$ cat config.mk
export PLATFORM = sky130hd
export DESIGN_NAME = fetch_queue_flat
export DESIGN_NICKNAME = d
export VERILOG_FILES = /design/src/rtl/pipeline_pkg.sv /design/src/rtl/fetch_queue_if.sv /design/src/rtl/fetch_queue_ram.sv /design/src/rtl/fetch_queue.sv /design/src/flat_wrapper.sv
export SDC_FILE = /design/constraint.sdc
export NUM_CORES = 1
export LEC_CHECK = 0
export BUFFER_PORTS_ARGS = -buffer_cell sky130_fd_sc_hd__buf_4
export CORE_AREA = 2 2 114 226
export CTS_BUF_LIST = sky130_fd_sc_hd__clkbuf_16
export DETAILED_ROUTE_END_ITERATION = 12
export DIE_AREA = 0 0 116 228
export MAX_ROUTING_LAYER = met4
export PLACE_DENSITY = 0.77
export SLEW_MARGIN = 20
export SYNTH_ARGS = -nofsm -noshare
export SYNTH_HDL_FRONTEND = slang
export SYNTH_SLANG_ARGS = --single-unit
$ cat constraint.sdc
create_clock -name Clk -period 3.4 [get_ports Clk]
set_input_delay 0.34 -clock Clk [delete_from_list [all_inputs] [get_ports Clk]]
set_output_delay 0.34 -clock Clk [all_outputs]
set_load 0.02 [all_outputs]
$ cat src/rtl/pipeline_pkg.sv
// Shared pipeline types and widths for the fetch stage and its queue storage.
package pipeline_pkg;

  localparam int INSTR_W = 32;
  localparam int PC_W    = 32;
  localparam logic [INSTR_W-1:0] NOP_INSTR = 32'h0;

  typedef struct packed {
    logic [INSTR_W-1:0] instr;
    logic [PC_W-1:0]    pc4;
  } fetch_entry_t;

  // Sequential fetch address; plain 32-bit add wraps 32'hFFFF_FFFC to 0.
  function automatic logic [PC_W-1:0] next_pc(input logic [PC_W-1:0] pc);
    return pc + PC_W'(4);
  endfunction

endpackage

$ cat src/rtl/fetch_queue_if.sv
// Fetch-side bundle: instruction-memory address/data, EX redirect, and decode handshake.
interface fetch_queue_if #(parameter int DEPTH = 4);
  import pipeline_pkg::*;

  logic [PC_W-1:0]              FetchPC;
  logic [INSTR_W-1:0]           InstrIn;
  logic                         Redirect;
  logic [PC_W-1:0]              RedirectPC;
  logic                         DecReady;
  logic                         DecValid;
  logic [INSTR_W-1:0]           InstructionOut;
  logic [PC_W-1:0]              PC4Out;
  logic                         Full;
  logic                         Empty;
  logic [$clog2(DEPTH+1)-1:0]   Count;

  modport master (
    input  InstrIn, Redirect, RedirectPC, DecReady,
    output FetchPC, DecValid, InstructionOut, PC4Out, Full, Empty, Count
  );

  modport slave (
    output InstrIn, Redirect, RedirectPC, DecReady,
    input  FetchPC, DecValid, InstructionOut, PC4Out, Full, Empty, Count
  );

endinterface

$ cat src/rtl/fetch_queue_ram.sv
// Entry storage for the fetch queue: one synchronous write port, one asynchronous read port.
module fetch_queue_ram
  import pipeline_pkg::*;
#(
  parameter int DEPTH = 4
) (
  input  logic                     clk,
  input  logic                     we,
  input  logic [$clog2(DEPTH)-1:0] waddr,
  input  fetch_entry_t             wdata,
  input  logic [$clog2(DEPTH)-1:0] raddr,
  output fetch_entry_t             rdata
);

  fetch_entry_t mem [DEPTH];

  // NOTE: no reset on the array; an entry is only read after it was written,
  // because the read data is masked while the queue is empty.
  always_ff @(posedge clk) begin
    if (we) mem[waddr] <= wdata;
  end

  assign rdata = mem[raddr];

endmodule

$ cat src/rtl/fetch_queue.sv
// Instruction fetch queue: fetches sequentially, buffers DEPTH entries, flushes on redirect.
// Optional zero-latency empty-queue bypass is enabled by defining FETCH_QUEUE_BYPASS_EN.
module fetch_queue
  import pipeline_pkg::*;
#(
  parameter int              DEPTH    = 4,
  parameter logic [PC_W-1:0] RESET_PC = 32'h0000_0000
) (
  input logic          Clk,
  input logic          Rst,
  fetch_queue_if.master fq
);

  localparam int PTR_W = $clog2(DEPTH);
  localparam int CNT_W = $clog2(DEPTH + 1);
  localparam logic [CNT_W-1:0] FULL_CNT = CNT_W'(DEPTH);

  logic [PTR_W-1:0] head, tail;
  logic [CNT_W-1:0] count;
  logic [PC_W-1:0]  fetch_pc, pc_plus4;
  logic             empty, full, push, pop, bypass;
  fetch_entry_t     wr_entry, rd_entry;
  logic             unused_redirect_lsbs;

  assign unused_redirect_lsbs = ^fq.RedirectPC[1:0];

  assign pc_plus4 = next_pc(fetch_pc);
  assign empty    = (count == '0);
  assign full     = (count == FULL_CNT);

`ifdef FETCH_QUEUE_BYPASS_EN
  // Gated by Rst so the reset-time outputs stay at zero/invalid.
  assign bypass = empty && !fq.Redirect && fq.DecReady && !Rst;
`else
  assign bypass = 1'b0;
`endif

  assign push = !full && !fq.Redirect && !bypass;
  assign pop  = !empty && !fq.Redirect && fq.DecReady;

  assign wr_entry = '{instr: fq.InstrIn, pc4: pc_plus4};

  fetch_queue_ram #(.DEPTH(DEPTH)) u_ram (
    .clk   (Clk),
    .we    (push),
    .waddr (tail),
    .wdata (wr_entry),
    .raddr (head),
    .rdata (rd_entry)
  );

  // NOTE: state registers use non-blocking assignments so every register
  // samples the pre-edge values of the others.
  always_ff @(posedge Clk or posedge Rst) begin
    if (Rst) begin
      fetch_pc <= RESET_PC;
      head     <= '0;
      tail     <= '0;
      count    <= '0;
    end else if (fq.Redirect) begin
      fetch_pc <= {fq.RedirectPC[PC_W-1:2], 2'b00};
      head     <= '0;
      tail     <= '0;
      count    <= '0;
    end else begin
      if (push || bypass) fetch_pc <= pc_plus4;
      if (push) tail <= tail + PTR_W'(1);
      if (pop)  head <= head + PTR_W'(1);
      case ({push, pop})
        2'b10:   count <= count + CNT_W'(1);
        2'b01:   count <= count - CNT_W'(1);
        default: count <= count;
      endcase
    end
  end

  // NOTE: every output gets a default first so no latch is inferred.
  always_comb begin
    fq.DecValid       = !empty && !fq.Redirect;
    fq.InstructionOut = empty ? NOP_INSTR : rd_entry.instr;
    fq.PC4Out         = empty ? '0 : rd_entry.pc4;
    if (bypass) begin
      fq.DecValid       = 1'b1;
      fq.InstructionOut = fq.InstrIn;
      fq.PC4Out         = pc_plus4;
    end
  end

  assign fq.FetchPC = fetch_pc;
  assign fq.Full    = full;
  assign fq.Empty   = empty;
  assign fq.Count   = count;

endmodule

$ cat src/flat_wrapper.sv
// flat-port wrapper written by rule: the top's interface ports become plain ports
module fetch_queue_flat import pipeline_pkg::*;
#(
  parameter int              DEPTH    = 4,
  parameter logic [PC_W-1:0] RESET_PC = 32'h0000_0000
)
  (Clk, Rst, fq_InstrIn, fq_Redirect, fq_RedirectPC, fq_DecReady, fq_FetchPC, fq_DecValid, fq_InstructionOut, fq_PC4Out, fq_Full, fq_Empty, fq_Count);
  fetch_queue_if #(.DEPTH(DEPTH)) fq_i ();
  input logic Clk;
  input logic Rst;
  input wire logic [$bits(fq_i.InstrIn)-1:0] fq_InstrIn;
  input wire logic [$bits(fq_i.Redirect)-1:0] fq_Redirect;
  input wire logic [$bits(fq_i.RedirectPC)-1:0] fq_RedirectPC;
  input wire logic [$bits(fq_i.DecReady)-1:0] fq_DecReady;
  output wire logic [$bits(fq_i.FetchPC)-1:0] fq_FetchPC;
  output wire logic [$bits(fq_i.DecValid)-1:0] fq_DecValid;
  output wire logic [$bits(fq_i.InstructionOut)-1:0] fq_InstructionOut;
  output wire logic [$bits(fq_i.PC4Out)-1:0] fq_PC4Out;
  output wire logic [$bits(fq_i.Full)-1:0] fq_Full;
  output wire logic [$bits(fq_i.Empty)-1:0] fq_Empty;
  output wire logic [$bits(fq_i.Count)-1:0] fq_Count;
  assign fq_i.InstrIn = fq_InstrIn;
  assign fq_i.Redirect = fq_Redirect;
  assign fq_i.RedirectPC = fq_RedirectPC;
  assign fq_i.DecReady = fq_DecReady;
  assign fq_FetchPC = fq_i.FetchPC;
  assign fq_DecValid = fq_i.DecValid;
  assign fq_InstructionOut = fq_i.InstructionOut;
  assign fq_PC4Out = fq_i.PC4Out;
  assign fq_Full = fq_i.Full;
  assign fq_Empty = fq_i.Empty;
  assign fq_Count = fq_i.Count;
  fetch_queue #(.DEPTH(DEPTH), .RESET_PC(RESET_PC)) u_core (.Clk(Clk), .Rst(Rst), .fq(fq_i));
endmodule
After elaboration in Yosys (flattened, before gate mapping). Memory sizes are Yosys's and may differ from the RTL's. Index checks and enable logic that the tools add are counted.

Output and inout port bits: 102. Memories kept: 1. Register bits after elaboration: 39. Bits in writable memories: 256. Word-level logic and storage cells: 35. Bits of input ports: 68.

Mux-type cells: 12. Reductions and logical operators: 10. Add/subtract/negate cells: 5. Equality and inequality tests: 3.

Memories: u_core.u_ram.mem (depth 4, bits a word 64, read ports 1, clocked after Yosys merged registers in 0, wr ports 1, RTL line fetch_queue_ram.sv:15) `fetch_entry_t mem [DEPTH];`.

Operators by type and width (count): 32-bit two-way mux (4); 32-bit by 3-bit adder with 32-bit output, second input constant (1); 2-bit two-way mux (4); 3-bit case mux with 2 select lines (1); 2-bit by 1-bit adder with 2-bit output, second input constant (2); 2-bit nonzero test (2); 3-bit by 1-bit adder with 3-bit output, second input constant (1); 3-bit == test, second input constant (1); 1-bit logical AND (3); 1-bit zero test (3); 3-bit zero test (1); 3-bit two-way mux (1); 3-bit nonzero test (1); 3-bit by 1-bit subtractor with 3-bit output, second input constant (1); 2-bit by 1-bit == test with 1-bit output, second input constant (1); 2-bit == test, second input constant (1); 1-bit two-way mux (2).

Depth between registers and ports, before layout.
Depth after elaboration: 7. Depth in mapped cells: 10. Mapped depth without buffers: 7.

Cells and area by module. Synthesis repeated with hierarchy kept, for this count alone.

Cells, all modules: 729. Area total of the unflattened synthesis: 12419.4 um^2.

By module, submodules not included: fetch_queue_ram (sequential area each 7687.4 um^2, area each 9341.5 um^2, cells each 338, times used 1); fetch_queue (sequential area each 925.9 um^2, area each 3078.0 um^2, cells each 391, times used 1).

Worst setup path after synthesis. OpenSTA, ideal clock, no wires.

Path type: register -> register. From: register u_core.count[0] (netlist: u_core.fq.Count[0]). To: memory u_core.u_ram.mem[0][10] in the netlist's numbering, enable pin. Setup time: 0.427 ns. Cell stages (with the launch flop): 5. Arrival: 2.643 ns. Buffers on the path: 2. Setup slack: 0.330 ns. Required time: 2.973 ns. Clock period less this slack: 3.070 ns. Cells stage by stage: dfrtp_1 > buf_2 > or3b_4 > clkbuf_1 > and3_1.

Longest elaborated chain between the ends: 5.

Ends and longest elaborated chain: start: declaration (RTL line fetch_queue.sv:19) `logic [CNT_W-1:0] count;`; start signal: assignment (RTL line fetch_queue.sv:70) `2'b10: count <= count + CNT_W'(1);`; start signal: assignment (RTL line fetch_queue.sv:71) `2'b01: count <= count - CNT_W'(1);`; start signal: assignment (RTL line fetch_queue.sv:72) `default: count <= count;`; 3-bit == test (RTL line fetch_queue.sv:29) `assign full = (count == FULL_CNT);`; 1-bit zero test (RTL line fetch_queue.sv:38) `assign push = !full && !fq.Redirect && !bypass;`; 1-bit logical AND (RTL line fetch_queue.sv:38); 1-bit two-way mux (RTL line fetch_queue_ram.sv:20) `if (we) mem[waddr] <= wdata;`; 1-bit two-way mux (not written as such) (RTL line fetch_queue_ram.sv:20); end: declaration (RTL line fetch_queue_ram.sv:15).

No other way between the ends.

Final worst setup path.
From: register u_core.head[0]. To: output port fq_InstructionOut[26].

Longest elaborated chain between the ends: 2.

Ends and longest elaborated chain: start: declaration (RTL line fetch_queue.sv:18) `logic [PTR_W-1:0] head, tail;`; start signal: assignment (RTL line fetch_queue.sv:68) `if (pop) head <= head + PTR_W'(1);`; memory read 4 x 64 bit; 32-bit two-way mux (RTL line fetch_queue.sv:80) `fq.InstructionOut = empty ? NOP_INSTR : rd_entry.instr;`; end: declaration (RTL line flat_wrapper.sv:17) `output wire logic [$bits(fq_i.InstructionOut)-1:0] fq_InstructionOut;`.

No other way between the ends.

==> impl_results.rst <==
.. list-table::
   :header-rows: 1

   * - Metric
     - Value
   * - Result of the run
     - complete, no violations
   * - Commonest cells after routing, fill and taps aside
     - sky130_fd_sc_hd__edfxtp_1 (248), sky130_fd_sc_hd__buf_4 (169), sky130_fd_sc_hd__and2_1 (65)
   * - Yosys warnings
     - 0
   * - Aggregate routed wire length
     - between 20,000 and 25,000 um
   * - CTS clk-pin slew, worst paths
     - about 70 ps
   * - Vias in the first global route
     - 7,081
   * - Fraction of final layout cells sized beyond drive strength 1
     - 31.7%
   * - Number of detailed-routing iterations run before antenna repair
     - 5
   * - Number of maximum-capacitance violations
     - 0
   * - Multi-input combinational cell area
     - 3440 um^2
   * - Largest net degree at the start of global routing
     - 66
   * - Hold depth
     - 1
   * - Cell area after synthesis
     - 12,100 um^2
   * - Die ar.
     - 26,400 um^2
   * - Via density
     - 5.65
   * - Buffer cell driving the clock tree root
     - sky130_fd_sc_hd__clkbuf_16
   * - Bufs on Longest Clock Path
     - 3
   * - Wire length of the first global-routing pass
     - 38,600 um
   * - Worst clock skew
     - 12.2 ps
   * - Slew Limit Fails
     - 0
   * - Proportion of synthesized flip-flops having asynchronous set or reset
     - 13.0%
   * - Most instantiated flip-flop cell in the synthesis netlist
     - sky130_fd_sc_hd__edfxtp_1
   * - Register bit total from synthesis
     - ~290
   * - I/O Buffers
     - 163
   * - Number of standard cells in the final layout excluding fillers
     - ~1,200
   * - Leading cell type in the layout, fill and taps excluded
     - sky130_fd_sc_hd__edfxtp_1
   * - Hold Path Class
     - in2reg
   * - Final estimated routing congestion in global placement
     - 0.870
   * - Area of the core
     - 24,800 um^2
   * - Seq. cell area
     - between 8000 and 9000 um^2
   * - Number of violations reported at the end of detailed-routing iteration 0
     - 661
   * - Relative slew slack
     - approximately 34%
   * - Placed instance area
     - 13,600 um^2
   * - Count of flip-flops with a built-in enable after synthesis
     - 248
   * - Die outline height
     - roughly 230 um
   * - Count of filler cells inserted in the layout
     - 1,939
   * - Deepest level of the CTS H-tree
     - 1
   * - Detail Route Antenna Nets
     - 0
   * - Worst-Skew Late Latency
     - 520 ps
   * - Worst setup EP type
     - output port
   * - Routed wirelength normalized by instance count
     - 20.0 um
   * - Antenna violations before repair
     - 0
   * - Total congestion overflow
     - 0
   * - Crit path launch type
     - register
   * - Count of antenna diodes in the layout
     - 0
   * - Effective utilization at floorplan
     - 48.8%
   * - Time the worst path needs with I/O delays and setup
     - around 2900 ps
   * - Distinct cells, synth
     - 45
   * - Number of top-level pins
     - 170
   * - Peak supply drop
     - roughly 0.40 mV
   * - Avg Inst Size Synth
     - 16.5 um^2
   * - Number of placed cells counting well taps
     - 1,190
   * - Chip width
     - 116 um
   * - Global-route usage over all layers
     - 19.4%
   * - Leakage power figure
     - just over 5 nW
   * - Via count
     - 6,997
   * - Detail Placement HPWL
     - 15,600 um
   * - Beginning of the worst register-to-register path
     - u_core.fq.Count[0]$_DFFE_PP0P_
   * - Setup violators final
     - 0
   * - Hold wc startpoint
     - fq_InstrIn[25]
   * - CTS sink cnt
     - 285
   * - Max frequency
     - roughly 350 MHz
   * - DRC
     - 0
   * - Hold path endpoint
     - u_core.u_ram.mem[2][57]$_DFFE_PP_
   * - Site Rows
     - 82
   * - TritonCTS clock tree
     - yes
   * - Summed negative setup slack over all endpoints
     - 0 ps
   * - Data arrival time of the critical path
     - 2540 ps
   * - TritonCTS Buffers
     - 24
   * - Area added between synthesis and finish
     - 19.4%
   * - Worst Max-Slew Pin Slew
     - 985 ps
   * - Post-Synthesis Cells
     - 732
   * - Logic depth of the worst register-to-register path
     - 3
   * - Worst flop-to-flop path endpoint
     - u_core.u_ram.mem[1][23]$_DFFE_PP_
   * - Final std cell area, no fill
     - 14,500 um^2
   * - Worst R2R Setup Slack
     - 730 ps
   * - Final period utilization
     - a little over four fifths
   * - Worst EP required
     - between 3000 and 4000 ps
   * - Post-route worst hold slack
     - between 15 and 20 ps
   * - Setup repair after global routing missed its margin
     - false
   * - Total power per unit cell area
     - ~590 nW/um^2
   * - Type of the worst setup path
     - reg2out
   * - Maximum net fanout on the critical path
     - 31
   * - Count of final hold-check violations
     - 0
   * - Proportion of synthesized chip area in sequential cells
     - between 60% and 70%
   * - NumNets Final
     - 959
==> flip-flops by register name, indices dropped and copies added, names as in the netlist <==
register and cells:
u_core.head 2, u_core.fq.FetchPC 30, u_core.u_ram.mem 248, u_core.fq.Count 3, u_core.tail 2
==> kinds of logic after synthesis <==
kind of cell | share of synthesized area [%]
other cells | 0.0310
xor+xnor | 3.04
compound gates | 2.82
buf+inv | 2.65
fa+ha+maj | 0.682
mux | 11.7
simple gates | 9.93
flops | 69.2
==> worst max-delay path, cell delays in order (launching register included) <==
cell,delay (ps)
sky130_fd_sc_hd__dfrtp_4,870
sky130_fd_sc_hd__buf_12,280
sky130_fd_sc_hd__mux4_2,520
sky130_fd_sc_hd__and2_1,170
sky130_fd_sc_hd__buf_4,150
==> area by class of cell <==
type / instances / area share, %
inverters: 11 / 0.286
flip-flops and latches: 285 / 58.0
well taps: 336 / 2.91
multi-input cells: 384 / 23.8
repair buffers: 179 / 9.82
clock inverters: 18 / 0.909
clock buffers: 25 / 4.33
==> cell usage after synthesis, types with 7 or more instances <==
master	count	area, um^2
sky130_fd_sc_hd__dfrtp_1	37	926
sky130_fd_sc_hd__nor3_1	13	65.1
sky130_fd_sc_hd__buf_2	13	65.1
sky130_fd_sc_hd__o21ai_0	17	85.1
sky130_fd_sc_hd__clkbuf_1	31	116
sky130_fd_sc_hd__or4_1	13	97.6
sky130_fd_sc_hd__nand2_1	30	113
sky130_fd_sc_hd__nand3_1	12	60.1
sky130_fd_sc_hd__xor2_1	19	166
sky130_fd_sc_hd__edfxtp_1	248	7450
sky130_fd_sc_hd__and3_1	7	43.8
sky130_fd_sc_hd__o31ai_1	10	75.1
sky130_fd_sc_hd__inv_1	10	37.5
sky130_fd_sc_hd__xnor2_1	23	201
sky130_fd_sc_hd__a31oi_1	15	93.8
sky130_fd_sc_hd__nand4_1	15	93.8
sky130_fd_sc_hd__mux4_2	62	1400
sky130_fd_sc_hd__and2_1	65	407
sky130_fd_sc_hd__nor2_1	33	124
==> power by group <==
| part | switching [mW] | total (mW) | internal (mW) |
|---|---|---|---|
| Combinational | 0.856 | 1.60 | 0.740 |
| Sequential | 0.180 | 4.27 | 4.09 |
| Clock | 1.17 | 2.66 | 1.48 |
| Total | 2.21 | 8.53 | 6.32 |
==> per-stage QoR <==
step	power, mW	setup WS, ps	util (%)
floorplan	5.30	330	-
finish	8.53	523	58.2
detailed placement	5.96	717	55.0
global placement	5.92	794	54.9
global route	8.87	351	58.2
CTS	8.62	441	58.2
==> what timing repair did <==
| item | 4_1_cts | 5_1_grt |
|---|---|---|
| gates resized for setup | 0 | 0 |
| setup buffers | 0 | 0 |
| endpoints found under the hold margin | 14 | 26 |
| hold buffers | 4 | 1 |
==> metal layers <==
layer  GRT usage [%]  vias up  share of wire (%)
met5               -        -                  0
met4            4.95        0                1.8
met3            2.05       33                6.1
met2            31.5      300                 51
met1            26.4     3538                 42
li1                -     3126                  -
==> worst max path at each step <==
stage	start	endpoint	slack [ps]	cells after the start
final	u_core.head[0]$_DFFE_PP0P_	fq_InstructionOut[26]	520	4
after global routing	u_core.head[0]$_DFFE_PP0P_	fq_InstructionOut[27]	350	4
after CTS	u_core.head[0]$_DFFE_PP0P_	fq_InstructionOut[26]	440	4
after detailed placement	u_core.fq.Count[0]$_DFFE_PP0P_	u_core.u_ram.mem[1][39]$_DFFE_PP_	720	3
after global placement	u_core.fq.Count[1]$_DFFE_PP0P_	u_core.u_ram.mem[3][42]$_DFFE_PP_	790	3
after floorplan	u_core.fq.Count[0]$_DFFE_PP0P_	u_core.u_ram.mem[0][10]$_DFFE_PP_	330	4
(Power assumes the default switching activity.)
